## config.mk

```make
export PLATFORM = sky130hd
export DESIGN_NAME = exec_sequencer_flat
export DESIGN_NICKNAME = d
export VERILOG_FILES = /design/src/rtl/exec_sequencer_pkg.sv /design/src/rtl/exec_sequencer_if.sv /design/src/rtl/exec_sequencer_decode.sv /design/src/rtl/exec_sequencer.sv /design/src/flat_wrapper.sv
export SDC_FILE = /design/constraint.sdc
export NUM_CORES = 1
export LEC_CHECK = 0
export CAP_MARGIN = 25
export CORE_MARGIN = 10
export CORE_UTILIZATION = 40
export CTS_BUF_LIST = sky130_fd_sc_hd__clkbuf_8 sky130_fd_sc_hd__clkbuf_16
export CTS_CLUSTER_SIZE = 14
export DETAILED_ROUTE_END_ITERATION = 8
export PLACE_DENSITY = 0.8
export SLEW_MARGIN = 20
export SYNTH_ARGS = -nofsm -noshare
export SYNTH_HDL_FRONTEND = slang
export SYNTH_SLANG_ARGS = --single-unit
```

## constraint.sdc

```tcl
create_clock -name clk -period 7.3 [get_ports clk]
set_input_delay 0.73 -clock clk [delete_from_list [all_inputs] [get_ports clk]]
set_output_delay 0.73 -clock clk [all_outputs]
set_load 0.02 [all_outputs]
```

## src/rtl/exec_sequencer_pkg.sv

```systemverilog
// Shared RV32I opcode constants, ALU op encodings, FSM/instruction-kind enums
// and small decode helpers for the execute-stage sequencer.
package exec_sequencer_pkg;

    localparam logic [6:0] OPC_OP     = 7'b0110011;
    localparam logic [6:0] OPC_OPIMM  = 7'b0010011;
    localparam logic [6:0] OPC_LUI    = 7'b0110111;
    localparam logic [6:0] OPC_AUIPC  = 7'b0010111;
    localparam logic [6:0] OPC_BRANCH = 7'b1100011;
    localparam logic [6:0] OPC_JAL    = 7'b1101111;
    localparam logic [6:0] OPC_JALR   = 7'b1100111;

    typedef enum logic [3:0] {
        ALU_ADD  = 4'b0000,
        ALU_SLL  = 4'b0001,
        ALU_SLT  = 4'b0010,
        ALU_SLTU = 4'b0011,
        ALU_XOR  = 4'b0100,
        ALU_SRL  = 4'b0101,
        ALU_OR   = 4'b0110,
        ALU_AND  = 4'b0111,
        ALU_SUB  = 4'b1000,
        ALU_SRA  = 4'b1101
    } alu_op_e;

    typedef enum logic [1:0] {S_IDLE, S_EX1, S_EX2, S_DONE} state_e;

    typedef enum logic [2:0] {K_ALU, K_BRANCH, K_JAL, K_JALR, K_ILLEGAL} kind_e;

    // Shift amounts are five bits; the rest of the operand must never reach the ALU.
    function automatic logic [31:0] shamt_mask(input logic [2:0] f3, input logic [31:0] b);
        return (f3[1:0] == 2'b01) ? {27'b0, b[4:0]} : b;
    endfunction

    function automatic logic branch_taken(input logic [2:0] f3, input logic zero,
                                          input logic lt, input logic carry);
        case (f3)
            3'b000:  return zero;
            3'b001:  return !zero;
            3'b100:  return lt;
            3'b101:  return !lt;
            3'b110:  return carry;
            3'b111:  return !carry;
            default: return 1'b0;
        endcase
    endfunction

endpackage

```

## src/rtl/exec_sequencer_if.sv

```systemverilog
// Instruction-in, ALU-side and result-out signal bundle of the execute sequencer.
// The slave modport is the sequencer; the master modport is its environment.
interface exec_sequencer_if;

    logic        in_valid;
    logic        in_ready;
    logic [6:0]  in_opcode;
    logic [2:0]  in_funct3;
    logic        in_funct7b5;
    logic [4:0]  in_rd;
    logic [31:0] in_rs1;
    logic [31:0] in_rs2;
    logic [31:0] in_imm;
    logic [31:0] in_pc;

    logic [31:0] alu_a;
    logic [31:0] alu_b;
    logic [3:0]  alu_op;
    logic        alu_oe;
    logic [31:0] alu_data;
    logic        alu_carry;
    logic        alu_zero;
    logic        alu_lt;

    logic        out_valid;
    logic        out_ready;
    logic [31:0] out_result;
    logic [4:0]  out_rd;
    logic        out_wb_en;
    logic        out_redirect;
    logic [31:0] out_target;
    logic        out_illegal;

    modport slave (
        input  in_valid, in_opcode, in_funct3, in_funct7b5, in_rd, in_rs1, in_rs2, in_imm, in_pc,
        input  alu_data, alu_carry, alu_zero, alu_lt, out_ready,
        output in_ready, alu_a, alu_b, alu_op, alu_oe,
        output out_valid, out_result, out_rd, out_wb_en, out_redirect, out_target, out_illegal
    );

    modport master (
        output in_valid, in_opcode, in_funct3, in_funct7b5, in_rd, in_rs1, in_rs2, in_imm, in_pc,
        output alu_data, alu_carry, alu_zero, alu_lt, out_ready,
        input  in_ready, alu_a, alu_b, alu_op, alu_oe,
        input  out_valid, out_result, out_rd, out_wb_en, out_redirect, out_target, out_illegal
    );

endinterface

```

## src/rtl/exec_sequencer_decode.sv

```systemverilog
// Combinational decode: opcode/funct fields -> instruction kind, first-pass ALU
// operands and op, and the first operand of the optional second (target) pass.
module exec_sequencer_decode
    import exec_sequencer_pkg::*;
(
    input  logic [6:0]  opcode,
    input  logic [2:0]  funct3,
    input  logic        funct7b5,
    input  logic [31:0] rs1,
    input  logic [31:0] rs2,
    input  logic [31:0] imm,
    input  logic [31:0] pc,
    output kind_e       kind,
    output logic [31:0] ex1_a,
    output logic [31:0] ex1_b,
    output logic [3:0]  ex1_op,
    output logic [31:0] ex2_a
);

    // NOTE: every output gets a default before the case so no path can infer a latch.
    always_comb begin
        kind   = K_ILLEGAL;
        ex1_a  = '0;
        ex1_b  = '0;
        ex1_op = ALU_ADD;
        ex2_a  = pc;
        case (opcode)
            OPC_OP: begin
                if (!funct7b5 || funct3 == 3'b000 || funct3 == 3'b101) begin
                    kind   = K_ALU;
                    ex1_a  = rs1;
                    ex1_b  = shamt_mask(funct3, rs2);
                    ex1_op = {funct7b5, funct3};
                end
            end
            OPC_OPIMM: begin
                kind   = K_ALU;
                ex1_a  = rs1;
                ex1_b  = shamt_mask(funct3, imm);
                ex1_op = {(funct3 == 3'b101) && funct7b5, funct3};
            end
            OPC_LUI: begin
                kind  = K_ALU;
                ex1_b = imm;
            end
            OPC_AUIPC: begin
                kind  = K_ALU;
                ex1_a = pc;
                ex1_b = imm;
            end
            OPC_BRANCH: begin
                if (funct3 != 3'b010 && funct3 != 3'b011) begin
                    kind   = K_BRANCH;
                    ex1_a  = rs1;
                    ex1_b  = rs2;
                    ex1_op = ALU_SUB;
                end
            end
            OPC_JAL: begin
                kind  = K_JAL;
                ex1_a = pc;
                ex1_b = 32'd4;
            end
            OPC_JALR: begin
                if (funct3 == 3'b000) begin
                    kind  = K_JALR;
                    ex1_a = pc;
                    ex1_b = 32'd4;
                    ex2_a = rs1;
                end
            end
            default: ;
        endcase
    end

endmodule

```

## src/rtl/exec_sequencer.sv

```systemverilog
// Execute-stage sequencer: latches one instruction, runs one or two ALU passes,
// resolves branches/jumps and holds the writeback/redirect packet until popped.
module exec_sequencer
    import exec_sequencer_pkg::*;
#(
    parameter logic [31:0] RESET_PC_LINK = 32'h0
) (
    input  logic              clk,
    input  logic              rst,
    exec_sequencer_if.slave   bus
);

    state_e      state, state_next;
    kind_e       kind_q, dec_kind;
    logic [2:0]  f3_q;
    logic [31:0] ex2_a_q, imm_q;
    logic [31:0] dec_a, dec_b, dec_ex2_a;
    logic [3:0]  dec_op;
    logic        two_pass;

    exec_sequencer_decode u_decode (
        .opcode   (bus.in_opcode),
        .funct3   (bus.in_funct3),
        .funct7b5 (bus.in_funct7b5),
        .rs1      (bus.in_rs1),
        .rs2      (bus.in_rs2),
        .imm      (bus.in_imm),
        .pc       (bus.in_pc),
        .kind     (dec_kind),
        .ex1_a    (dec_a),
        .ex1_b    (dec_b),
        .ex1_op   (dec_op),
        .ex2_a    (dec_ex2_a)
    );

    assign two_pass = (kind_q == K_BRANCH) || (kind_q == K_JAL) || (kind_q == K_JALR);

    always_comb begin
        state_next    = state;
        bus.in_ready  = 1'b0;
        bus.alu_oe    = 1'b0;
        bus.out_valid = 1'b0;
        case (state)
            S_IDLE: begin
                bus.in_ready = 1'b1;
                if (bus.in_valid) state_next = S_EX1;
            end
            S_EX1: begin
                bus.alu_oe = 1'b1;
                state_next = two_pass ? S_EX2 : S_DONE;
            end
            S_EX2: begin
                bus.alu_oe = 1'b1;
                state_next = S_DONE;
            end
            S_DONE: begin
                bus.out_valid = 1'b1;
                if (bus.out_ready) state_next = S_IDLE;
            end
            default: state_next = S_IDLE;
        endcase
    end

    // NOTE: sequential state uses non-blocking assignments so every flop samples pre-edge values.
    always_ff @(posedge clk or posedge rst) begin
        if (rst) state <= S_IDLE;
        else     state <= state_next;
    end

    always_ff @(posedge clk or posedge rst) begin
        if (rst) begin
            kind_q           <= K_ILLEGAL;
            f3_q             <= '0;
            ex2_a_q          <= '0;
            imm_q            <= '0;
            bus.alu_a        <= '0;
            bus.alu_b        <= '0;
            bus.alu_op       <= ALU_ADD;
            bus.out_result   <= RESET_PC_LINK;
            bus.out_rd       <= '0;
            bus.out_wb_en    <= 1'b0;
            bus.out_redirect <= 1'b0;
            bus.out_target   <= '0;
            bus.out_illegal  <= 1'b0;
        end else begin
            case (state)
                S_IDLE: if (bus.in_valid) begin
                    kind_q     <= dec_kind;
                    f3_q       <= bus.in_funct3;
                    ex2_a_q    <= dec_ex2_a;
                    imm_q      <= bus.in_imm;
                    bus.alu_a  <= dec_a;
                    bus.alu_b  <= dec_b;
                    bus.alu_op <= dec_op;
                    bus.out_rd <= bus.in_rd;
                end
                S_EX1: begin
                    bus.out_illegal  <= (kind_q == K_ILLEGAL);
                    bus.out_redirect <= (kind_q == K_JAL) || (kind_q == K_JALR) ||
                                        ((kind_q == K_BRANCH) &&
                                         branch_taken(f3_q, bus.alu_zero, bus.alu_lt, bus.alu_carry));
                    bus.out_wb_en    <= (kind_q != K_BRANCH) && (kind_q != K_ILLEGAL) &&
                                        (bus.out_rd != 5'd0);
                    if (kind_q != K_BRANCH) bus.out_result <= bus.alu_data;
                    if (two_pass) begin
                        bus.alu_a  <= ex2_a_q;
                        bus.alu_b  <= imm_q;
                        bus.alu_op <= ALU_ADD;
                    end
                end
                S_EX2: begin
                    bus.out_target <= (kind_q == K_JALR) ? (bus.alu_data & ~32'h1) : bus.alu_data;
                end
                default: ;
            endcase
        end
    end

endmodule

```

## src/flat_wrapper.sv

```systemverilog
// flat-port wrapper written by rule: the top's interface ports become plain ports
module exec_sequencer_flat import exec_sequencer_pkg::*;
#(
    parameter logic [31:0] RESET_PC_LINK = 32'h0
)
  (clk, rst, bus_in_valid, bus_in_opcode, bus_in_funct3, bus_in_funct7b5, bus_in_rd, bus_in_rs1, bus_in_rs2, bus_in_imm, bus_in_pc, bus_alu_data, bus_alu_carry, bus_alu_zero, bus_alu_lt, bus_out_ready, bus_in_ready, bus_alu_a, bus_alu_b, bus_alu_op, bus_alu_oe, bus_out_valid, bus_out_result, bus_out_rd, bus_out_wb_en, bus_out_redirect, bus_out_target, bus_out_illegal);
  exec_sequencer_if bus_i ();
  input  logic clk;
  input  logic rst;
  input wire logic [$bits(bus_i.in_valid)-1:0] bus_in_valid;
  input wire logic [$bits(bus_i.in_opcode)-1:0] bus_in_opcode;
  input wire logic [$bits(bus_i.in_funct3)-1:0] bus_in_funct3;
  input wire logic [$bits(bus_i.in_funct7b5)-1:0] bus_in_funct7b5;
  input wire logic [$bits(bus_i.in_rd)-1:0] bus_in_rd;
  input wire logic [$bits(bus_i.in_rs1)-1:0] bus_in_rs1;
  input wire logic [$bits(bus_i.in_rs2)-1:0] bus_in_rs2;
  input wire logic [$bits(bus_i.in_imm)-1:0] bus_in_imm;
  input wire logic [$bits(bus_i.in_pc)-1:0] bus_in_pc;
  input wire logic [$bits(bus_i.alu_data)-1:0] bus_alu_data;
  input wire logic [$bits(bus_i.alu_carry)-1:0] bus_alu_carry;
  input wire logic [$bits(bus_i.alu_zero)-1:0] bus_alu_zero;
  input wire logic [$bits(bus_i.alu_lt)-1:0] bus_alu_lt;
  input wire logic [$bits(bus_i.out_ready)-1:0] bus_out_ready;
  output wire logic [$bits(bus_i.in_ready)-1:0] bus_in_ready;
  output wire logic [$bits(bus_i.alu_a)-1:0] bus_alu_a;
  output wire logic [$bits(bus_i.alu_b)-1:0] bus_alu_b;
  output wire logic [$bits(bus_i.alu_op)-1:0] bus_alu_op;
  output wire logic [$bits(bus_i.alu_oe)-1:0] bus_alu_oe;
  output wire logic [$bits(bus_i.out_valid)-1:0] bus_out_valid;
  output wire logic [$bits(bus_i.out_result)-1:0] bus_out_result;
  output wire logic [$bits(bus_i.out_rd)-1:0] bus_out_rd;
  output wire logic [$bits(bus_i.out_wb_en)-1:0] bus_out_wb_en;
  output wire logic [$bits(bus_i.out_redirect)-1:0] bus_out_redirect;
  output wire logic [$bits(bus_i.out_target)-1:0] bus_out_target;
  output wire logic [$bits(bus_i.out_illegal)-1:0] bus_out_illegal;
  assign bus_i.in_valid = bus_in_valid;
  assign bus_i.in_opcode = bus_in_opcode;
  assign bus_i.in_funct3 = bus_in_funct3;
  assign bus_i.in_funct7b5 = bus_in_funct7b5;
  assign bus_i.in_rd = bus_in_rd;
  assign bus_i.in_rs1 = bus_in_rs1;
  assign bus_i.in_rs2 = bus_in_rs2;
  assign bus_i.in_imm = bus_in_imm;
  assign bus_i.in_pc = bus_in_pc;
  assign bus_i.alu_data = bus_alu_data;
  assign bus_i.alu_carry = bus_alu_carry;
  assign bus_i.alu_zero = bus_alu_zero;
  assign bus_i.alu_lt = bus_alu_lt;
  assign bus_i.out_ready = bus_out_ready;
  assign bus_in_ready = bus_i.in_ready;
  assign bus_alu_a = bus_i.alu_a;
  assign bus_alu_b = bus_i.alu_b;
  assign bus_alu_op = bus_i.alu_op;
  assign bus_alu_oe = bus_i.alu_oe;
  assign bus_out_valid = bus_i.out_valid;
  assign bus_out_result = bus_i.out_result;
  assign bus_out_rd = bus_i.out_rd;
  assign bus_out_wb_en = bus_i.out_wb_en;
  assign bus_out_redirect = bus_i.out_redirect;
  assign bus_out_target = bus_i.out_target;
  assign bus_out_illegal = bus_i.out_illegal;
  exec_sequencer #(.RESET_PC_LINK(RESET_PC_LINK)) u_core (.clk(clk), .rst(rst), .bus(bus_i));
endmodule
```

## Word-level counts from Yosys, hierarchy flattened

Index checks and enable logic that the tools add are counted.

- Add/subtract/negate cells: 0
- $mul: 0
- Div/mod/pow operators: 0
- Magnitude comparators: 0
- Equal/unequal tests: 28
- Shift operators: 0
- Mux-type cells: 38
- Bitwise gates (word level): 0
- Reduce and logical (&&, ||, !) cells: 28

Operator list:

| cell | count |
|---|---|
| 32-bit 2-to-1 mux | 13 |
| 32-bit case mux with 6 select lines | 1 |
| 32-bit case mux with 5 select lines | 1 |
| 32-bit case mux with 2 select lines | 2 |
| 7-bit equality test, second input constant | 3 |
| 3-bit equality test, second input constant | 6 |
| 4-bit 2-to-1 mux | 4 |
| 3-bit case mux with 5 select lines | 1 |
| 7-bit by 5-bit equality test with 1-bit output, second input constant | 2 |
| 7-bit by 6-bit equality test with 1-bit output, second input constant | 2 |
| 3-bit 2-to-1 mux | 4 |
| 4-bit case mux with 3 select lines | 1 |
| 2-bit case mux with 4 select lines | 1 |
| 4-bit case mux with 2 select lines | 1 |
| 3-bit by 1-bit equality test with 1-bit output, second input constant | 2 |
| 3-bit by 2-bit equality test with 1-bit output, second input constant | 2 |
| 3-bit zero test | 2 |
| 1-bit logical OR | 6 |
| 1-bit 2-to-1 mux | 6 |
| 3-bit by 2-bit inequality test with 1-bit output, second input constant | 2 |
| 1-bit case mux with 6 select lines | 1 |
| 2-bit AND reduction | 3 |
| 2-bit OR reduction | 3 |
| 1-bit logical AND | 5 |
| other kinds (13) | 20 |

- Bits in registers: 212
- Bits in latches: 0
- Bits in writable memories: 0
- Memory bits (read-only): 0
- Input port bits: 183
- Logic and storage cells: 108
- Memories: 0

## Depth between registers and ports, before layout

- Depth in word-level cells: 7
- Gate-level depth with buffers: 9
- Depth with buffers taken out: 7

## Modules after synthesis

A second synthesis with hierarchy kept.

- Cells, all modules: 802
- Area, all modules: 10117.2 um2

By module, submodules not included:

| module | times used | cells each | area an instance (um2) | sequential area each (um2) |
|---|---|---|---|---|
| exec_sequencer | 1 | 637 | 8609.5 | 5306.3 |
| exec_sequencer_decode | 1 | 165 | 1507.7 | 0.0 |

## Least setup slack after synthesis

Ideal clock, no wire load.

- Path kind: register -> register
- Start: reg u_core.state[0]
- End: reg u_core.bus.alu_b[5]
- Library setup time: 0.104 ns
- Arrival: 2.171 ns
- Data required time: 7.196 ns
- Setup slack: 5.025 ns
- Stages on the path, launching flop included: 9
- Buffers on the path: 2
- Cell sequence: dfrtp_1 inv_1 ha_1 nand2_1 or3_4 or2_1 buf_2 buf_4 o41ai_2

- Word-level cells in the longest chain between the ends: 3

Ends and longest elaborated chain:

| element | line | source |
|---|---|---|
| start, declared | exec_sequencer.sv:13 | `state_e state, state_next;` |
| start signal, assigned | exec_sequencer.sv:67 | `else state <= state_next;` |
| 2-bit by 1-bit equality test with 1-bit output / 2-bit zero test (equally long branches) | exec_sequencer.sv:86 | `case (state)` |
| 2-bit by 1-bit inequality test with 1-bit output (no source line) (tied with other cells) | -- |  |
| 3-bit AND reduction (no source line) | -- |  |
| end signal, assigned | exec_sequencer.sv:107 | `bus.alu_b <= imm_q;` |
| end, declared | exec_sequencer_if.sv:37 | `output in_ready, alu_a, alu_b, alu_op, alu_oe,` |

Several ways; a longest one is shown, not always the timed one.
A chain may end at the register's enable or synchronous reset.

## Worst setup path after layout

- Start: reg u_core.state[0]
- End: reg u_core.bus.alu_b[15]

The elaborated chain is that of the path after synthesis.

==> flow_summary.toml <==
[run_status]
status = "finished clean"

[grt]
grt_pass1_vias = 8745
grt_pass1_wl_um = 50400
grt.total_usage = 0.197
antenna_found_initial = 1
grt_max_degree = 143
overflow = 0

[synth]
synth_edf_count = 0
synth_nets = 1064
synthFlopType = "dfrtp_1"
synth_most_common_cell = "dfrtp_1"
postSynthCellCount = 877
synth_area_sq_um = 10000
yosys-top-cells-area = "dfrtp_1 (53%), mux2_2 (11%), a22oi_1 (4.4%)"
synth_top_area_share = 0.526
async_flop_share = 1.00
yosys_warnings = 0
synth_area_per_cell_sq_um = 11.4
synth_largest_area_cell = "dfrtp_1"
synth_cell_types = 57
ys_seq_elements = 212
yosysSeqAreaShare = 0.529
synth_common_cells = "dfrtp_1 (211), nand2_1 (116), mux2_2 (102)"

[clocking]
cts_buffer_depth = 3
cts_tree = "yes"
clock-sinks = 212
ctsHoldBuffers = 0
clockRootBuffer = "clkbuf_16"
cts_resized = 0
clk_latency_ps = 520
htree_levels = 1
clkSlewWorstSetupHoldPaths_ps = 60
numCtsBuffers = 24
post_cts_buffers = 0

[detailed_routing]
ant_nets = 0
wl_um = 32900
vias_per_cell = 5.51
dr.pass1.iters = 5
drc = 0
wl_per_cell_um = 21.7
drt_iter0_markers = 597
vias = 8380

[critical_path]
worstPathCellList = "inv_1 > ha_1 > nand2_4 > or3_4 > or2_2 > a311o_1 > o21ai_1"
critPathMaxStageDelay_ps = 690
critPathMaxFanout = 52
r2r_end = "u_core.bus.alu_b[15]"
critical_path_required_ps = 7730
end_kind = "flip-flop"
reg2reg_from = "u_core.state[0]"
cp.arrival_ps = 3470
cpLargestDelayFamily = "simple AND/OR/NAND/NOR gates"
worst_r2r_path_depth = 7
reg2reg_slack_ps = 4260
cp_num_buf_inv = 1
cp-start-kind = "flip-flop"
crit_slowest_cell = "or2_2"
criticalPathCategory = "flip-flop to flip-flop"

[timing]
setup_tns_ps = 0
final.setup_skew_ps = 21.5
slew_headroom = 0.311
min_period_over_period = 0.416
rsz0062_at_grt = "no"
period_minus_slack_ps = 3040
hold_violations = 0
slew_violations = 0
setup-violations-final = 0
max_freq_mhz = 329
worstMarginPinSlew_ps = 1030

[die]
core_sq_um = 24500
dieArea_sq_um = 31800
die_h_um = 178
rows = 57
initial_utilization = 0.409
io_pins = 326
die_x_um = 178

[finish]
drive_above_1_share = 0.167
final_util = 0.588
fillers = 2036
nets = 1365
syn2layout_area_growth_pct = 43.8

[hold_path]
worstHoldStart = "u_core.ex2_a_q[31]"
worstHoldPathCells = 2
hold_end = "u_core.ex2_a_q[31]"
hp-class = "flip-flop to flip-flop"

[pwr]
power_uw = 5430
leakage_uw = 0.00589
peakVddDrop_mv = 0.346
power_density_nw_per_um2 = 376

[place]
dpl.hpwl_um = 23000
gp_congestion = 0.874
port_buffers = 325

[flow_run]
drv_cap = 0
==> worst max path at each step <==
| stage | slack (ps) | start | to | depth (start not counted) |
|---|---|---|---|---|
| after floorplan | 780 | rst | u_core.bus.alu_a[0] | 1 |
| after global placement | 3910 | bus_in_opcode[5] | u_core.ex2_a_q[5] | 7 |
| after CTS | 4240 | u_core.state[0] | u_core.bus.alu_b[15] | 7 |
| final | 4260 | u_core.state[0] | u_core.bus.alu_b[15] | 7 |
| after global routing | 4130 | bus_in_opcode[5] | u_core.ex2_a_q[20] | 7 |
| after detailed placement | 3750 | bus_in_opcode[5] | u_core.ex2_a_q[17] | 7 |
==> per-stage QoR <==
stage	cell area [sq um]	setup slack (ps)	cells	hold slack, ps
finish	14400	4260	1521	477
global route	14400	4130	1520	492
CTS	14400	4240	1517	483
detailed placement	13600	3750	1474	470
global placement	13600	3910	1473	462
floorplan	10000	777	877	450
==> cells by family (layout without fill, tap and decap cells) <==
group	after synthesis	in the layout	synth area share
DFF	212	212	0.529
buffers and inverters	76	394	0.0333
adders and majority gates	4	4	0.00499
AOI/OAI and AO/OA	256	256	0.196
xor gates and xnor gates	4	4	0.00349
muxes	135	135	0.147
and+or+nand+nor	190	190	0.0865
other	0	2	0
==> power breakdown <==
group          switching, uW  internal (uW)  total, uW
clock network            485            715       1200
registers                256           1650       1910
logic                   1200           1120       2320
total                   1940           3490       5430
==> routing by layer <==
metal	vias to the layer above	GRT usage	part of all wire
met5	-	0	0
met4	0	0.0403	0.016
met3	35	0.0539	0.084
met2	321	0.333	0.49
met1	4178	0.248	0.41
li1	3846	-	-
==> layout make-up <==
class / count / area (sq um) / share of cell area
Antenna cell: 2 / 5.00 / 0.000347
Clock buffer: 32 / 711 / 0.0492
Clock inverter: 11 / 90.1 / 0.00624
Inverter: 10 / 45.0 / 0.00312
Multi-Input combinational cell: 589 / 4450 / 0.308
Sequential cell: 212 / 5310 / 0.368
Tap cell: 324 / 405 / 0.0281
Timing Repair Buffer: 341 / 3420 / 0.237
==> tightest hold or removal path: cells and delay by family (launching register included) <==
family,cells,cell delay [ps]
and+or+nand+nor,1,40
DFF,1,340
AOI/OAI and AO/OA,1,60
==> flip-flops by register name (all words and copies together) (netlist names), 3 cells and up <==
name                   flops
u_core.bus.alu_op          4
u_core.kind_q              3
u_core.f3_q                3
u_core.bus.alu_a          32
u_core.bus.out_rd          5
u_core.bus.out_target     32
u_core.imm_q              32
u_core.bus.alu_b          32
u_core.bus.out_result     32
u_core.ex2_a_q            32
==> cell usage in the layout, fill, tap and decap left out, types with 3 or more instances in the layout <==
cell             instances
nand2_1                115
mux2_2                 102
nand2b_1                 8
a221o_1                 32
clkbuf_8                 8
a22oi_1                 59
o21ai_1                  8
nor3_1                   3
o41ai_2                 25
inv_1                   12
a22o_1                   3
clkinv_2                 5
mux2i_1                 33
nor2_1                  38
o21ai_0                 74
buf_4                   13
clkdlybuf4s50_1        325
a21oi_1                 36
ha_1                     3
dfrtp_1                211
xor2_1                   3
clkbuf_16               24
nor2b_1                  5
No activity file was read; power rests on OpenSTA's default activity.
